**src/rtl/vram_fill_ctrl.sv**
```systemverilog
// Rectangle tile-fill engine with per-tile read-modify-write, sharing VRAM port 1 with the CPU.
// Optional macro VRAM_FILL_VBLANK_EN restricts engine VRAM accesses to vertical blanking.
module vram_fill_ctrl #(
  parameter int unsigned TILES_H = 28,
  parameter int unsigned TILES_V = 18,
  parameter int unsigned ADDR_W  = 7
) (
  input  logic              clk,
  input  logic              rst,
  input  logic              cpu_req,
  input  logic [ADDR_W-1:0] cpu_addr,
  input  logic [7:0]        cpu_wdata,
  input  logic              cpu_wenable,
  output logic [7:0]        cpu_rdata,
  input  logic              cmd_valid,
  output logic              cmd_ready,
  input  logic [4:0]        cmd_x,
  input  logic [4:0]        cmd_y,
  input  logic [4:0]        cmd_w,
  input  logic [4:0]        cmd_h,
  input  logic [1:0]        cmd_color,
  input  logic              vblank,
  output logic              busy,
  output logic              done,
  output logic [ADDR_W-1:0] vram_addr,
  output logic [7:0]        vram_wdata,
  output logic              vram_wenable,
  input  logic [7:0]        vram_rdata
);

  localparam int unsigned TileW = $clog2(TILES_H * TILES_V);

  localparam logic [2:0] StIdle = 3'd0;
  localparam logic [2:0] StRd   = 3'd1;
  localparam logic [2:0] StMod  = 3'd2;
  localparam logic [2:0] StWr   = 3'd3;
  localparam logic [2:0] StDone = 3'd4;

  logic [2:0]        state_q, state_d;
  logic [4:0]        org_x_q, x_end_q, y_end_q, cur_x_q, cur_y_q;
  logic [1:0]        color_q;
  logic [7:0]        byte_q;
  logic              blocked;
  logic [5:0]        x_sum, y_sum;
  logic [4:0]        x_clip, y_clip;
  logic              cmd_empty;
  logic [TileW-1:0]  tile_idx;
  logic [ADDR_W-1:0] eng_addr;
  logic [7:0]        mod_byte;
  logic              last_x, last_y;
  logic              eng_active;

`ifdef VRAM_FILL_VBLANK_EN
  assign blocked = cpu_req | ~vblank;
`else
  logic unused_vblank;
  assign unused_vblank = vblank;
  assign blocked = cpu_req;
`endif

  always_comb begin
    x_sum     = {1'b0, cmd_x} + {1'b0, cmd_w};
    y_sum     = {1'b0, cmd_y} + {1'b0, cmd_h};
    x_clip    = (x_sum > 6'(TILES_H)) ? 5'(TILES_H) : x_sum[4:0];
    y_clip    = (y_sum > 6'(TILES_V)) ? 5'(TILES_V) : y_sum[4:0];
    cmd_empty = (cmd_w == 5'd0) || (cmd_h == 5'd0) ||
                (cmd_x >= 5'(TILES_H)) || (cmd_y >= 5'(TILES_V));
  end

  assign tile_idx = TileW'(cur_y_q) * TileW'(TILES_H) + TileW'(cur_x_q);
  assign eng_addr = ADDR_W'(tile_idx >> 2);
  assign last_x   = (cur_x_q + 5'd1) == x_end_q;
  assign last_y   = (cur_y_q + 5'd1) == y_end_q;

  // Splice the colour into the freshly read byte; other tiles keep their current value.
  always_comb begin
    mod_byte = vram_rdata;
    mod_byte[{tile_idx[1:0], 1'b0} +: 2] = color_q;
  end

  always_comb begin
    state_d = state_q;
    case (state_q)
      StIdle: if (cmd_valid) state_d = cmd_empty ? StDone : StRd;
      StRd:   if (!blocked) state_d = StMod;
      StMod:  state_d = blocked ? StRd : StWr;
      StWr:   if (!blocked) state_d = (last_x && last_y) ? StDone : StRd;
      StDone: state_d = StIdle;
      default: state_d = StIdle;
    endcase
  end

  always_ff @(posedge clk or posedge rst) begin
    if (rst) begin
      state_q <= StIdle;
      org_x_q <= '0;
      x_end_q <= '0;
      y_end_q <= '0;
      cur_x_q <= '0;
      cur_y_q <= '0;
      color_q <= '0;
      byte_q  <= '0;
    end else begin
      state_q <= state_d;
      if (state_q == StIdle && cmd_valid) begin
        org_x_q <= cmd_x;
        cur_x_q <= cmd_x;
        cur_y_q <= cmd_y;
        x_end_q <= x_clip;
        y_end_q <= y_clip;
        color_q <= cmd_color;
      end
      if (state_q == StMod && !blocked) byte_q <= mod_byte;
      if (state_q == StWr && !blocked) begin
        if (last_x) begin
          cur_x_q <= org_x_q;
          cur_y_q <= cur_y_q + 5'd1;
        end else begin
          cur_x_q <= cur_x_q + 5'd1;
        end
      end
    end
  end

  assign eng_active = (state_q == StRd) || (state_q == StMod) || (state_q == StWr);

  // CPU always wins the port; the engine simply stalls while blocked.
  always_comb begin
    if (cpu_req) begin
      vram_addr    = cpu_addr;
      vram_wdata   = cpu_wdata;
      vram_wenable = cpu_wenable;
    end else begin
      vram_addr    = eng_active ? eng_addr : '0;
      vram_wdata   = (state_q == StWr) ? byte_q : '0;
      vram_wenable = (state_q == StWr) && !blocked;
    end
  end

  assign cpu_rdata = vram_rdata;
  assign cmd_ready = (state_q == StIdle);
  assign busy      = (state_q != StIdle);
  assign done      = (state_q == StDone);

endmodule

```
**config.mk**
```make
export PLATFORM = sky130hd
export DESIGN_NAME = vram_fill_ctrl
export DESIGN_NICKNAME = d
export VERILOG_FILES = /design/src/rtl/vram_fill_ctrl.sv
export SDC_FILE = /design/constraint.sdc
export NUM_CORES = 1
export LEC_CHECK = 0
export CAP_MARGIN = 20
export CORE_UTILIZATION = 55
export DETAILED_ROUTE_END_ITERATION = 8
export PLACE_DENSITY = 0.94
export RECOVER_POWER = 50
export SYNTH_ARGS = -nofsm -noshare
export SYNTH_HDL_FRONTEND = slang
export SYNTH_SLANG_ARGS = --single-unit
```
**constraint.sdc**
```tcl
create_clock -name clk -period 10.1 [get_ports clk]
set_clock_uncertainty 0.1 [all_clocks]
set_input_delay 2.525 -clock clk [delete_from_list [all_inputs] [get_ports clk]]
set_output_delay 2.525 -clock clk [all_outputs]
set_load 0.01 [all_outputs]
```
==> results of run 1 <==
-- final timing paths --
| kind | from | endpoint | depth (start not counted) |
|---|---|---|---|
| hold / removal | org_x_q[0]$_DFFE_PP0P_ | org_x_q[0]$_DFFE_PP0P_ | 2 |
| max in group asynchronous | rst | y_end_q[4]$_DFFE_PP0P_ | 3 |
| hold reg to reg | org_x_q[0]$_DFFE_PP0P_ | org_x_q[0]$_DFFE_PP0P_ | 2 |
| min in group asynchronous | rst | byte_q[7]$_DFFE_PP0P_ | 3 |
| setup reg to reg | state_q[2]$_DFFE_PP0P_ | cur_x_q[3]$_DFFE_PP0P_ | 5 |
| setup / recovery | cpu_req | vram_addr[6] | 6 |
-- report_power, final --
part           leakage (nW)  total [mW]  internal, mW  switching [mW]
Clock                0.0714       0.162         0.105          0.0563
Sequential            0.450       0.319         0.223          0.0964
Combinational          1.28       0.771         0.376           0.395
-- critical path, cell delays in order --
cell             delay, ps
dlygate4sd3_1          830
nor3_1                 500
inv_1                  160
nor4_1                 260
nand3b_1               130
clkdlybuf4s50_1        540
-- cells by family after synthesis --
family / Yosys count / synth area share (%)
buffers and inverters: 44 / 6.62
and+or+nand+nor: 130 / 20.9
DFF: 38 / 28.9
AOI/OAI and AO/OA: 97 / 20.2
adders and majority gates: 36 / 15.4
muxes: 3 / 0.913
xor gates and xnor gates: 26 / 6.93
-- state kept, by name (all words and copies together) (netlist names) --
name	cells
x_end_q	5
cur_x_q	5
org_x_q	5
state_q	3
color_q	2
byte_q	8
cur_y_q	5
y_end_q	5
-- through the flow --
stage | util (%) | setup slack (ps) | power (mW) | std cells | hold WS (ps)
floorplan | - | 4120 | 0.867 | 374 | 345
global placement | 71.3 | 2470 | 1.03 | 503 | 361
CTS | 73.8 | 2420 | 1.26 | 511 | 394
global route | 73.5 | 2360 | 1.35 | 512 | 429
detailed placement | 71.3 | 2430 | 1.09 | 503 | 364
finish | 73.5 | 2520 | 1.25 | 512 | 389
-- cells in the final DEF (no fill, tap or decap), types with 14 or more instances in the layout --
cell type	netlist	layout
ha_1	27	27
clkdlybuf4s50_1	0	73
a21oi_1	30	30
nor2_1	24	24
xnor2_1	14	14
inv_1	23	23
nand2_1	46	46
o21ai_0	16	16
dfrtp_1	38	38
-- layout make-up --
cell class	count	area (um^2)	share of cell area (%)
Clock buffer	6	82.6	1.99
Clock inverter	2	60.1	1.45
Inverter	23	86.3	2.08
Multi-Input combinational cell	292	2100	50.6
Sequential cell	38	951	22.9
Tap cell	72	90.1	2.17
Timing Repair Buffer	79	776	18.7
-- routing by layer --
| layer | track usage, % | vias up | wire length, um |
|---|---|---|---|
| li1 | - | 1448 | - |
| met1 | 32.5 | 1495 | 3300 |
| met2 | 48.4 | 109 | 4140 |
| met3 | 4.14 | 14 | 404 |
| met5 | 0 | - | 0 |
| met4 | 7.64 | 0 | 124 |
==> impl_metrics.json, run 1 <==
{
  "avgRoutedWirePerCell_um": 15.6,
  "path_max_fanout": 23,
  "overflow": 0,
  "synth-seq-cells": 38,
  "maxSlewViolCount": 59,
  "finalSetupTns_ps": 0,
  "viasPerCell": 5.99,
  "synth_edf_count": 0,
  "postCtsHoldBufs": 0,
  "grt_max_degree": 39,
  "ant_nets": 0,
  "post-route-min-period_ps": 7580,
  "io_pins": 78,
  "endpoint_kind": "output port",
  "dpl.hpwl_um": 6010,
  "cts_buffer_depth": 2,
  "die_x_um": 79.3,
  "clockRootBuffer": "clkbuf_8",
  "postCtsResizedCells": 0,
  "post-cts-setup-buffers": 0,
  "synth_area_leader_cell": "dfrtp_1",
  "cap_violations": 2,
  "synth_flop_cell": "dfrtp_1",
  "p_leak_nw": 1.81,
  "crit_arrival_ps": 4960,
  "nets": 525,
  "cts_tree": "built",
  "max-slew-margin-rel_pct": -109,
  "status": "finished, violations left",
  "area_delta_synth_final_pct": 26.0,
  "min_path_type": "reg2reg",
  "track_usage_pct": 26.7,
  "start_util_pct": 58.3,
  "synthTopCellsByArea": "dfrtp_1 29%, ha_1 10%, nand2_1 5.3%",
  "num_vias": 3066,
  "setup_viol": 0,
  "peakVddDrop_uv": 261,
  "hold_violations": 0,
  "clkSinkCount": 38,
  "drc_errors": 0,
  "die-area_um2": 6290,
  "design_area_um2": 4140,
  "rrSetupSlack_ps": 6240,
  "yosys-top-cells-count": "46 x nand2_1, 38 x dfrtp_1, 30 x a21oi_1, 27 x ha_1, 24 x nor2_1",
  "syn_inst": 374,
  "syn_nets": 460,
  "clk_pin_slew_ps": 80,
  "grt_pass1_wl_um": 13200,
  "drive_gt1_share_pct": 3.86,
  "required_ps": 7480,
  "antenna_found_initial": 0,
  "synth_cell_types": 62,
  "antenna-diode-count": 0,
  "cp-start-kind": "input pin",
  "cts_buffers": 5,
  "htreeDepth": 2,
  "fin_crit_sh_pct": 75.1,
  "netlist_area_um2": 3290,
  "clock.fmax_ghz": 0.132,
  "first_global_vias": 2920,
  "grt_setup_unrepaired": "false",
  "drt_iter0_drc": 207,
  "path_class": "in2out",
  "power.density_nw_per_um2": 302,
  "drtPass1Iterations": 4,
  "wirelength_um": 7970,
  "place_area_um2": 4020,
  "yosysTopAreaCellShare_pct": 28.9,
  "async_reset_ff_share_pct": 100,
  "syn_avg_cell_area_um2": 8.79,
  "ys_seq_area_share_pct": 28.9,
  "failed_checks": "max-capacitance violations, max-slew violations",
  "fp.dieH_um": 79.3,
  "insertion_delay_ps": 300,
  "ys_warn_count": 0,
  "num_rows": 27,
  "n_fill_cell": 416,
  "synth.most_common_cell": "nand2_1",
  "tightest_slew_ps": 3090,
  "port-buffer-count": 76,
  "gp_congestion": 0.828,
  "coreArea_um2": 5640
}
(Power assumes the default switching activity.)
==> run 2: changes to the inputs <==
Settings changed: CORE_UTILIZATION 55 to 46, PLACE_DENSITY 0.94 to 0.85.
Clock period 10.1 ns to 6.5 ns, I/O delays scaled along.
==> run 2 against run 1 <==
  * The flow still finishes with violations (max-capacitance violations, max-slew violations)
  * Via count down 3.7%
  * Sequential share of layout area about the same
  * Power is 50% higher
  * Sequential cell count unchanged
  * Die area up 19%
  * Register-to-register slack worse by 3700 ps
  * Final cell count up 4.9%
  * Cell area grew 0.21%
  * Clock-buffer cell count down 1
==> impl_metrics.json, run 2 (synthesis gave the netlist of run 1 again) <==
{
  "status": "finished, violations left",
  "failed_checks": "max-capacitance violations, max-slew violations",
  "postCtsResizedCells": 0,
  "min_path_type": "reg2reg",
  "first_global_vias": 2799,
  "die-area_um2": 7490,
  "required_ps": 4780,
  "num_vias": 2954,
  "design_area_um2": 4150,
  "drc_errors": 0,
  "antenna-diode-count": 0,
  "drtPass1Iterations": 5,
  "clockRootBuffer": "clkbuf_8",
  "drive_gt1_share_pct": 4.08,
  "place_area_um2": 4060,
  "drt_iter0_drc": 197,
  "ant_nets": 0,
  "slowest_delay_ps": 730,
  "placed_cells": 528,
  "overflow": 0,
  "grt_setup_unrepaired": "false",
  "post-route-min-period_ps": 5610,
  "viasPerCell": 5.50,
  "post-cts-setup-buffers": 0,
  "grt_max_degree": 39,
  "endpoint_kind": "output port",
  "start_util_pct": 48.1,
  "track_usage_pct": 21.4,
  "num_rows": 30,
  "die_x_um": 86.5,
  "clock.fmax_ghz": 0.178,
  "clkSinkCount": 38,
  "largest_reg_flops": 8,
  "setup_viol": 0,
  "gp_congestion": 0.823,
  "coreArea_um2": 6830,
  "cp_cell_sequence": "dlygate4sd3_1, nor3_1, inv_1, nor4_1, nand3b_1, clkdlybuf4s50_1",
  "peakVddDrop_uv": 177,
  "dpl.hpwl_um": 5830,
  "postCtsHoldBufs": 0,
  "mostFrequentLayoutCells": "73 x clkdlybuf4s50_1, 46 x nand2_1, 38 x dfrtp_1, 30 x a21oi_1, 27 x ha_1",
  "fin_util_pct": 60.8,
  "regMostFlops": "byte_q",
  "maxSlewViolCount": 59,
  "cts_buffer_depth": 2,
  "crit_arrival_ps": 3890,
  "cts_tree": "built",
  "fp.dieH_um": 86.5,
  "nets": 526,
  "wirelength_um": 7530,
  "insertion_delay_ps": 300,
  "mostFrequentLayoutCell": "clkdlybuf4s50_1",
  "tightest_slew_ps": 3100,
  "max-slew-margin-rel_pct": -110,
  "htreeDepth": 2,
  "power.density_nw_per_um2": 453,
  "hold_violations": 0,
  "power_mw": 1.88,
  "cts_buffers": 5,
  "cap_violations": 2,
  "fin_crit_sh_pct": 86.4,
  "clk_pin_slew_ps": 80,
  "avgRoutedWirePerCell_um": 14.0,
  "io_pins": 78,
  "grt_pass1_wl_um": 12700,
  "area_delta_synth_final_pct": 26.3,
  "port-buffer-count": 76,
  "path_max_fanout": 15,
  "critical_path.top_delay_family": "buffers and inverters",
  "finalSetupTns_ps": 0,
  "finalNonFillerCells": 537,
  "p_leak_nw": 1.79,
  "cp-start-kind": "input pin",
  "worst-path-buf-inv": 3,
  "critPathSlowestCell": "dlygate4sd3_1",
  "antenna_found_initial": 0,
  "path_class": "in2out"
}
==> run 2: changes by cell type in the layout (fill, tap and decap cells not counted) <==
cell        before  now
clkbuf_8         6    5
bufinv_16        2    1
clkinvlp_4       0    2
buf_4            1    2
==> run 2: path summary, 6_finish.rpt <==
kind | depth (start not counted) | start | endpoint | slack [ps]
setup / recovery | 6 | cpu_req | vram_addr[6] | 890
hold / removal | 2 | org_x_q[4]$_DFFE_PP0P_ | org_x_q[4]$_DFFE_PP0P_ | 390
setup reg to reg | 5 | state_q[2]$_DFFE_PP0P_ | cur_x_q[3]$_DFFE_PP0P_ | 2580
hold reg to reg | 2 | org_x_q[4]$_DFFE_PP0P_ | org_x_q[4]$_DFFE_PP0P_ | 390
max in group asynchronous | 3 | rst | y_end_q[0]$_DFFE_PP0P_ | 2750
min in group asynchronous | 3 | rst | state_q[1]$_DFFE_PP0P_ | 2390
==> run 2: metrics by stage <==
step	setup slack, ps	hold WS [ps]
after floorplan	2320	345
after global placement	934	360
final	886	391
after global routing	569	412
after detailed placement	871	366
after CTS	863	392
==> run 2: worst reg2reg max path, stage by stage, from the launching register on <==
cell	delay (ps)
dfrtp_1	480
nor4b_1	2470
nand2_1	430
o21ai_0	210
nand2_1	70
o21ai_0	90
==> run 2: report_power, final <==
group	leakage, nW	internal [mW]	total (mW)	switching [mW]
registers	0.450	0.347	0.493	0.147
clock network	0.0504	0.114	0.204	0.0903
logic	1.29	0.581	1.18	0.601
total	1.79	1.04	1.88	0.838
==> run 2: cell type report <==
type / count / area [um^2]
repair buffers: 80 / 783
clock buffers: 5 / 68.8
flip-flops and latches: 38 / 951
well taps: 96 / 120
fillers: 605 / 2680
multi-input cells: 292 / 2100
clock inverters: 3 / 45.0
inverters: 23 / 86.3
==> run 2: routing by layer <==
metal | track usage, % | part of all wire (%) | up-vias
li1 | - | - | 1452
met1 | 29.2 | 45 | 1358
met2 | 35.4 | 47 | 131
met3 | 4.10 | 6.5 | 13
met4 | 5.15 | 1.3 | 0
met5 | 0 | 0 | -
==> run 3: changes to the inputs <==
Settings changed: CAP_MARGIN 20 to 25.
==> results of run 3 <==
No change in the layout: final DEF, timing and power equal those of run 2.
